## src/rtl/dlx_mult_seq.sv

```systemverilog
// dlx_mult_seq: multi-cycle 32x32 shift-add multiplier for the DLX EX stage.
// Has no adder of its own. It drives the operand pins of a 32-bit adder in the
// parent and uses that adder's sum and carry-out in the same cycle.
// Signed operands are converted to magnitudes first (ABS_A/ABS_B). The
// 64-bit result is negated afterwards (FIX_LO/FIX_HI) when the signs differ.
// Optional feature: define MULT_OVF_EN to generate the ovf flag. The flag is
// set when the 64-bit product does not fit in prod_lo. Without the macro, ovf
// is tied low.
module dlx_mult_seq #(
   parameter int ITER = 32
) (
   input  logic        clk,
   input  logic        rst,
   input  logic        start,
   input  logic        is_signed,
   input  logic        kill,
   input  logic [31:0] op_a,
   input  logic [31:0] op_b,
   output logic [31:0] add_a,
   output logic [31:0] add_b,
   input  logic [31:0] add_sum,
   input  logic        add_cout,
   output logic        busy,
   output logic        done,
   output logic [31:0] prod_hi,
   output logic [31:0] prod_lo,
   output logic        ovf
);

   localparam int CNT_W = $clog2(ITER);
   localparam logic [CNT_W-1:0] CNT_LAST = CNT_W'(ITER - 1);

   typedef enum logic [2:0] {
      S_IDLE, S_ABS_A, S_ABS_B, S_MUL, S_FIX_LO, S_FIX_HI, S_DONE
   } state_t;

   state_t           state_q, state_d;
   logic [31:0]      mcand_q, mcand_d;
   logic [31:0]      phi_q, phi_d;
   logic [31:0]      plo_q, plo_d;
   logic [31:0]      prod_hi_q, prod_hi_d;
   logic [31:0]      prod_lo_q, prod_lo_d;
   logic [CNT_W-1:0] cnt_q, cnt_d;
   logic             sgn_q, sgn_d;
   logic             neg_a_q, neg_a_d;
   logic             neg_b_q, neg_b_d;
   logic             cy_q, cy_d;
   logic             neg_res;
`ifdef MULT_OVF_EN
   logic             ovf_q, ovf_d;
   logic             ovf_res;
`endif

   // The final result is negative when exactly one operand was negative.
   assign neg_res = neg_a_q ^ neg_b_q;

   // Next-state, datapath updates and adder operand selection.
   always_comb begin
      state_d   = state_q;
      mcand_d   = mcand_q;
      phi_d     = phi_q;
      plo_d     = plo_q;
      prod_hi_d = prod_hi_q;
      prod_lo_d = prod_lo_q;
      cnt_d     = cnt_q;
      sgn_d     = sgn_q;
      neg_a_d   = neg_a_q;
      neg_b_d   = neg_b_q;
      cy_d      = cy_q;
`ifdef MULT_OVF_EN
      ovf_d     = ovf_q;
`endif
      add_a     = 32'd0;
      add_b     = 32'd0;

      case (state_q)
         S_IDLE: begin
            // kill has priority over start
            if (start && !kill) begin
               sgn_d   = is_signed;
               mcand_d = op_a;
               plo_d   = op_b;
               phi_d   = 32'd0;
               cnt_d   = '0;
               neg_a_d = is_signed & op_a[31];
               neg_b_d = is_signed & op_b[31];
`ifdef MULT_OVF_EN
               ovf_d   = 1'b0;
`endif
               state_d = is_signed ? S_ABS_A : S_MUL;
            end
         end
         S_ABS_A: begin
            // Two's-complement negate as ~x + 1. 0x80000000 maps to itself,
            // which reads correctly as the unsigned magnitude 2^31.
            add_a   = neg_a_q ? ~mcand_q : mcand_q;
            add_b   = {31'd0, neg_a_q};
            mcand_d = add_sum;
            state_d = S_ABS_B;
         end
         S_ABS_B: begin
            add_a   = neg_b_q ? ~plo_q : plo_q;
            add_b   = {31'd0, neg_b_q};
            plo_d   = add_sum;
            phi_d   = 32'd0;
            cnt_d   = '0;
            state_d = S_MUL;
         end
         S_MUL: begin
            // One shift-add step. The adder carry becomes the new top bit of phi.
            add_a = phi_q;
            add_b = plo_q[0] ? mcand_q : 32'd0;
            {phi_d, plo_d} = {plo_q[0] & add_cout, add_sum, plo_q[31:1]};
            cnt_d = cnt_q + CNT_W'(1);
            if (cnt_q == CNT_LAST) begin
               state_d = sgn_q ? S_FIX_LO : S_DONE;
            end
         end
         S_FIX_LO: begin
            add_a   = neg_res ? ~plo_q : plo_q;
            add_b   = {31'd0, neg_res};
            plo_d   = add_sum;
            cy_d    = add_cout & neg_res;
            state_d = S_FIX_HI;
         end
         S_FIX_HI: begin
            add_a   = neg_res ? ~phi_q : phi_q;
            add_b   = {31'd0, cy_q};
            phi_d   = add_sum;
            state_d = S_DONE;
         end
         S_DONE: begin
            prod_hi_d = phi_q;
            prod_lo_d = plo_q;
`ifdef MULT_OVF_EN
            ovf_d     = ovf_res;
`endif
            state_d   = S_IDLE;
         end
         default: state_d = S_IDLE;
      endcase

      // A flush abandons the operation and leaves the last result in place.
      if (kill && (state_q != S_IDLE)) begin
         state_d   = S_IDLE;
         prod_hi_d = prod_hi_q;
         prod_lo_d = prod_lo_q;
`ifdef MULT_OVF_EN
         ovf_d     = ovf_q;
`endif
      end
   end

   // State and datapath registers with synchronous reset.
   always_ff @(posedge clk) begin
      if (rst) begin
         state_q   <= S_IDLE;
         mcand_q   <= 32'd0;
         phi_q     <= 32'd0;
         plo_q     <= 32'd0;
         prod_hi_q <= 32'd0;
         prod_lo_q <= 32'd0;
         cnt_q     <= '0;
         sgn_q     <= 1'b0;
         neg_a_q   <= 1'b0;
         neg_b_q   <= 1'b0;
         cy_q      <= 1'b0;
`ifdef MULT_OVF_EN
         ovf_q     <= 1'b0;
`endif
      end else begin
         state_q   <= state_d;
         mcand_q   <= mcand_d;
         phi_q     <= phi_d;
         plo_q     <= plo_d;
         prod_hi_q <= prod_hi_d;
         prod_lo_q <= prod_lo_d;
         cnt_q     <= cnt_d;
         sgn_q     <= sgn_d;
         neg_a_q   <= neg_a_d;
         neg_b_q   <= neg_b_d;
         cy_q      <= cy_d;
`ifdef MULT_OVF_EN
         ovf_q     <= ovf_d;
`endif
      end
   end

   assign busy = (state_q != S_IDLE);
   assign done = (state_q == S_DONE) && !kill;

   // The product is shown in the done cycle itself, then held from the registers.
   assign prod_hi = done ? phi_q : prod_hi_q;
   assign prod_lo = done ? plo_q : prod_lo_q;

`ifdef MULT_OVF_EN
   assign ovf_res = sgn_q ? (phi_q != {32{plo_q[31]}}) : (phi_q != 32'd0);
   assign ovf     = done ? ovf_res : ovf_q;
`else
   assign ovf = 1'b0;
`endif

endmodule

```

## config.mk

```make
export PLATFORM = sky130hd
export DESIGN_NAME = dlx_mult_seq
export DESIGN_NICKNAME = d
export VERILOG_FILES = /design/src/rtl/dlx_mult_seq.sv
export SDC_FILE = /design/constraint.sdc
export NUM_CORES = 1
export LEC_CHECK = 0
export ABC_AREA = 0
export CAP_MARGIN = 10
export CORE_ASPECT_RATIO = 0.5
export CORE_MARGIN = 5
export CORE_UTILIZATION = 30
export DETAILED_ROUTE_END_ITERATION = 8
export PLACE_DENSITY = 0.5
export SLEW_MARGIN = 25
export SYNTH_ARGS = -nofsm -noshare
export SYNTH_HDL_FRONTEND = slang
export SYNTH_SLANG_ARGS = --single-unit
export TNS_END_PERCENT = 5
```

## constraint.sdc

```tcl
create_clock -name clk -period 4.6 [get_ports clk]
set_clock_uncertainty 0.15 [all_clocks]
set_input_delay 0.46 -clock clk [delete_from_list [all_inputs] [get_ports clk]]
set_output_delay 0.46 -clock clk [all_outputs]
set_load 0.05 [all_outputs]
```

==> flow_metrics.tcl, run 1 <==
set metrics [dict create \
    seq_area_frac_synth_pct 31.71 \
    fp.dieW_um 279.0 \
    crit_chain "inv_2 -> ha_1 -> nor2_2 -> buf_4 -> and2_1 -> clkdlybuf4s50_1" \
    io_buffer_count 231 \
    hold-worst-slack_ns 0.3148 \
    layoutNonFillerInstCount 1849 \
    synth_edf_count 0 \
    power.density_nw_per_um2 291.2 \
    grt_pass1_vias 9785 \
    fin_tns_setup_ns 0 \
    ir_worst_vdd_v 0.0002004 \
    critPathCaptureType "output port" \
    gp_congestion 0.8372 \
    syn_area_per_cell_um2 9.109 \
    slew_viol_final 0 \
    rows 49 \
    hold_path_class "flip-flop to flip-flop" \
    ys_warn_count 0 \
    coreArea_um2 35800 \
    cp.arrival_ns 3.56 \
    synth.cell_area_um2 10860 \
    cts_hold_buf 0 \
    viasPerCell 5.241 \
    crit_type "flip-flop to output port" \
    min_from "sgn_q" \
    cp_slowest_cell "clkdlybuf4s50_1" \
    ys.flop_type "dfxtp_1" \
    clock_path_buffers 2 \
    worstHoldEndpoint "sgn_q" \
    status "finished clean" \
    cts_tree "built" \
    drcViolationCount 0 \
    avgRoutedWirePerCell_um 22.17 \
    antenna_found_initial 0 \
    grt_use_met1_pct 25.95 \
    nets 1460 \
    ys_types 58 \
    crit_fanout 49 \
    post_cts_resized 0 \
    cts-root-buf "clkbuf_16" \
    grt.busiest_layer "met2" \
    syn-num-nets 1298 \
    start_util_pct 30.33 \
    synth-seq-cells 172 \
    grt.met3_usage_pct 2.355 \
    worst_path_largest_cell_delay_ns 0.80 \
    cts_setup_buffers 0 \
    grt_pass1_wl_um 61440 \
    drt_iter0_markers 820 \
    critPathLaunchType "flip-flop" \
    num_vias 9690 \
    grtUsageTotal_pct 19.66 \
    chipHeight_um 144.5 \
    antenna_cells 0 \
    met2_usage_pct 33.92 \
    regToRegStartpoint "state_q[1]" \
    r2r_slack_ns 1.55 \
    numCtsBuffers 17 \
    max_cap_violations 0 \
    min_path_cells 2 \
    fillerInstances 3582 \
    synthCells 1192 \
    io_pins 233 \
    r2r-end "plo_q[31]" \
    period_share_pct 90.59 \
    ant_nets 0 \
    wirelength_um 40990 \
    grt.overflow.total 0 \
    drive_gt1_share_pct 16.56 \
    async_reset_ff_share_pct 0 \
    setup_violations 0 \
    max_freq_mhz 240.0 \
    fp.dieArea_um2 40330 \
    hold_viol 0 \
    cts_sinks 172 \
    place_inst 1818 \
    clk_pin_slew_worst_paths_ns 0.07 \
    leakagePower_nw 5.083 \
    drtPass1Iterations 5 \
    crit_required_ns 3.99 \
    clkLatencyLatePin_ns 0.46 \
    period_minus_slack_ns 4.167 \
    slew_headroom_pct 35.53 \
    reg2reg_depth 6 \
    dp_hpwl_um 28630 \
    finalPower_mw 4.083 \
    cts_max_level 4 \
    grt_setup_unrepaired "false" \
    areaGrowthSynthToFinish_pct 29.12 \
    tightestPinTransition_ns 0.9670 \
    grt_max_degree 61 \
]
==> power breakdown <==
group	leakage (nW)	total (mW)	switching [mW]	internal (mW)
clock network	0.268	1.45	0.660	0.785
registers	1.40	1.72	0.147	1.57
logic	3.41	0.923	0.526	0.397
total	5.08	4.08	1.33	2.75
==> how the worst max path moves through the flow <==
stage	startpoint	to	slack [ns]	cells after the start
after floorplan	neg_a_q	add_b[0]	1.74	5
after global placement	kill	prod_hi[7]	1.06	5
after detailed placement	state_q[1]	add_b[28]	0.98	6
after CTS	state_q[1]	add_b[28]	0.48	6
after global routing	state_q[1]	add_b[28]	0.22	6
final	state_q[1]	add_b[13]	0.43	6
==> worst max-delay path: cells and delay by family, from the launching register on <==
family	cells	cell delay [ns]
and+or+nand+nor	2	0.67
adders and majority gates	1	0.44
buffers and inverters	3	1.29
DFF	1	0.69
==> registers in the layout, indices dropped and copies added (netlist names) <==
name       count
prod_lo_q     32
cy_q           1
prod_hi_q     32
state_q        3
neg_a_q        1
plo_q         32
sgn_q          1
cnt_q          5
neg_b_q        1
phi_q         32
mcand_q       32
==> logic make-up (layout without fill, tap and decap cells) <==
family	count (synthesis)	after routing	synth area share (%)
buffers and inverters	124	297	6.879
flip-flops	172	172	31.71
other	1	1	0.03454
XOR/XNOR	130	130	10.73
adder cells (fa/ha/maj)	4	4	0.4610
multiplexers	130	130	14.73
AO/OA/AOI/OAI	317	317	20.63
AND/OR/NAND/NOR	314	314	14.83
==> placed cells by master (no fill, tap or decap), types with 48 or more instances in the layout <==
| cell | instances |
|---|---|
| xor2_1 | 62 |
| a22oi_1 | 67 |
| clkdlybuf4s50_1 | 187 |
| nand2_1 | 135 |
| nor2_1 | 49 |
| buf_4 | 61 |
| xnor2_1 | 66 |
| dfxtp_1 | 167 |
| mux2_2 | 48 |
| a21oi_1 | 71 |
==> final cells by class <==
type | instances | area, um^2 | share of cell area [%]
inverter | 5 | 18.77 | 0.1339
sequential | 172 | 3452 | 24.62
clock inverter | 9 | 88.84 | 0.6336
tap | 484 | 605.6 | 4.320
timing repair buffer | 262 | 2633 | 18.78
multi-input combinational | 896 | 6751 | 48.16
clock buffer | 21 | 470.5 | 3.356
==> through the flow <==
stage | utilization (%) | worst slack (ns) | area (um^2)
6_report | 39.16 | 0.4329 | 14020
5_1_grt | 39.16 | 0.2203 | 14020
4_1_cts | 39.08 | 0.4835 | 13990
3_5_place_dp | 37.52 | 0.9833 | 13430
3_3_place_gp | 37.36 | 1.065 | 13380
2_1_floorplan | - | 1.737 | 10860
==> cell usage after synthesis, types with 3 or more instances <==
cell type,count,area (um^2)
nand2_1,135,506.7
nor2_1,51,191.4
and2_1,32,200.2
xnor2_1,66,578.1
buf_4,14,105.1
o32a_1,31,310.3
nor2b_1,28,175.2
a21o_1,3,22.52
buf_2,44,220.2
buf_8,4,60.06
buf_6,15,168.9
nor3_1,3,15.01
mux2i_1,33,330.3
a21oi_1,72,360.4
mux2_4,47,705.7
dfxtp_1,172,3443
and2b_1,41,307.8
xor2_1,62,543.0
ha_1,4,50.05
mux2_2,48,540.5
nor3b_1,3,22.52
a22oi_1,67,503.0
a211oi_1,33,247.7
nand2b_1,6,37.54
o21ai_0,37,185.2
o221ai_1,30,262.8
o211ai_1,31,232.7
clkbuf_1,41,153.9
inv_1,3,11.26
==> per-layer routing <==
layer / vias to the layer above / part of all wire, %
met5: - / 0
met4: 0 / 2.2
met3: 46 / 3.9
met2: 262 / 49
met1: 4811 / 45
li1: 4571 / -
(Power assumes the default switching activity.)
==> inputs of run 2 (changes only) <==
- CORE_UTILIZATION: 30 -> 50
- DONT_BUFFER_PORTS: not set -> 1
- PLACE_DENSITY: 0.5 -> 0.63
==> flow_metrics.tcl, run 2 (synthesis gave the netlist of run 1 again) <==
set metrics [dict create \
    place_inst 1424 \
    nets 1256 \
    cts_max_level 4 \
    crit_required_ns 3.99 \
    drive_gt1_share_pct 17.80 \
    setup_violations 0 \
    numCtsBuffers 17 \
    period_minus_slack_ns 3.652 \
    cts-root-buf "clkbuf_16" \
    cts_sinks 172 \
    layoutNonFillerInstCount 1463 \
    antenna_found_initial 0 \
    rows 38 \
    fp.dieW_um 218.4 \
    cts_setup_buffers 0 \
    drtPass1Iterations 5 \
    clk_pin_slew_worst_paths_ns 0.07 \
    crit_path_frequent_cell "buf_4" \
    layout_common_cells "dfxtp_1, nand2_1, a21oi_1, a22oi_1, xnor2_1" \
    worst_path_largest_cell_delay_ns 0.62 \
    combinationalPowerShare_pct 19.2 \
    hold_viol 0 \
    start_util_pct 50.52 \
    p_switching_mw 1.257 \
    drt_iter0_markers 882 \
    cts_hold_buf 4 \
    grt_setup_unrepaired "false" \
    gp_congestion 0.8552 \
    slew_viol_final 0 \
    grtUsageTotal_pct 27.99 \
    cp.arrival_ns 3.04 \
    ir_worst_vdd_v 0.0003450 \
    fp.dieArea_um2 24940 \
    switching_share_pct 30.44 \
    grt_pass1_wl_um 53910 \
    coreArea_um2 21490 \
    status "finished clean" \
    grt.overflow.total 0 \
    ant_nets 0 \
    grt_max_degree 129 \
    power_frac_seq_pct 41.3 \
    post_cts_resized 0 \
    hold-worst-slack_ns 0.01966 \
    antenna_cells 0 \
    fillerInstances 1905 \
    clkPwrFrac_pct 39.6 \
    num_vias 9067 \
    chipHeight_um 114.2 \
    final_util_pct 54.87 \
    clock_path_buffers 2 \
    hold_path_class "input pin to flip-flop" \
    critPathLaunchType "flip-flop" \
    viasPerCell 6.198 \
    leakagePower_nw 4.330 \
    dp_hpwl_um 23120 \
    avgRoutedWirePerCell_um 24.32 \
    clkLatencyLatePin_ns 0.46 \
    io_pins 233 \
    critPathCaptureType "output port" \
    cp_slowest_cell "dfxtp_2" \
    max_freq_mhz 273.8 \
    areaGrowthSynthToFinish_pct 8.596 \
    power.density_nw_per_um2 350.2 \
    crit_fanout 34 \
    crit_type "flip-flop to output port" \
    wirelength_met1_um 15660 \
    grt_pass1_vias 8760 \
    slew_headroom_pct 35.65 \
    drcViolationCount 0 \
    fin_tns_setup_ns 0 \
    cts_tree "built" \
    wirelength_um 35590 \
    p_int_mw 2.872 \
    wl_met3_um 2993 \
    final_common_cell "dfxtp_1" \
    period_share_pct 79.40 \
    max_cap_violations 0 \
    route.met2.wl_um 16310 \
    crit_chain "buf_4 -> nor4b_4 -> buf_4 -> mux2_2" \
    tightestPinTransition_ns 0.9633 \
    io_buffer_count 0 \
    finalWorstSetupSlack_ns 0.9478 \
    highest_layer "met4" \
    place_ws_ns 1.427 \
]
==> run 2: cell types whose count changed in the layout (fill, tap and decap cells not counted) <==
cell             change
buf_12               -9
o32ai_2              +1
inv_6                -1
buf_4               -12
dlygate4sd3_1        +3
clkbuf_8             -1
buf_8                +1
clkbuf_1             +2
clkinvlp_4           -3
clkdlybuf4s50_1    -187
o32ai_1              -1
bufinv_16            +4
clkinv_4             +1
==> run 2: power groups by stage <==
stage	Combinational, mW	Clock (mW)	Sequential (mW)
3_3_place_gp	0.715	0	1.73
3_5_place_dp	0.737	0	1.73
5_1_grt	0.854	1.73	1.71
4_1_cts	0.766	1.64	1.70
6_report	0.791	1.63	1.70
2_1_floorplan	0.646	0	1.67
==> run 2: area by class of cell <==
class	count	area [um^2]	area share [%]
Clock buffer	22	464.2	3.937
Clock inverter	10	186.4	1.581
Inverter	5	18.77	0.1592
Multi-Input combinational cell	896	6759	57.32
Sequential cell	172	3452	29.28
Tap cell	300	375.4	3.183
Timing Repair Buffer	58	535.5	4.542
==> run 2: worst max-delay path, delay by kind of cell (launching register included) <==
family / cells / cell delay [ns]
buffers and inverters: 2 / 1.03
and+or+nand+nor: 1 / 0.37
muxes: 1 / 0.53
DFF: 1 / 0.62
==> run 2: worst paths after layout <==
path	cells past startpoint	startpoint	slack (ns)	to
worst max register to register	6	state_q[0]	1.50	phi_q[23]
worst min-delay path	2	op_b[31]	0.02	neg_b_q
worst max-delay path	4	state_q[2]	0.95	prod_hi[11]
worst min register to register	2	sgn_q	0.32	sgn_q
==> run 2: routing by layer <==
| layer | GRT usage [%] | up-vias |
|---|---|---|
| met1 | 38.11 | 4449 |
| met3 | 7.266 | 42 |
| met4 | 7.943 | 0 |
| li1 | - | 4175 |
| met5 | 0 | - |
| met2 | 44.28 | 401 |
==> run 2: stage by stage <==
step	power (mW)	instance area, um^2
6_report	4.129	11790
5_1_grt	4.300	11790
4_1_cts	4.109	11720
3_5_place_dp	2.471	11010
3_3_place_gp	2.444	11010
2_1_floorplan	2.318	10860
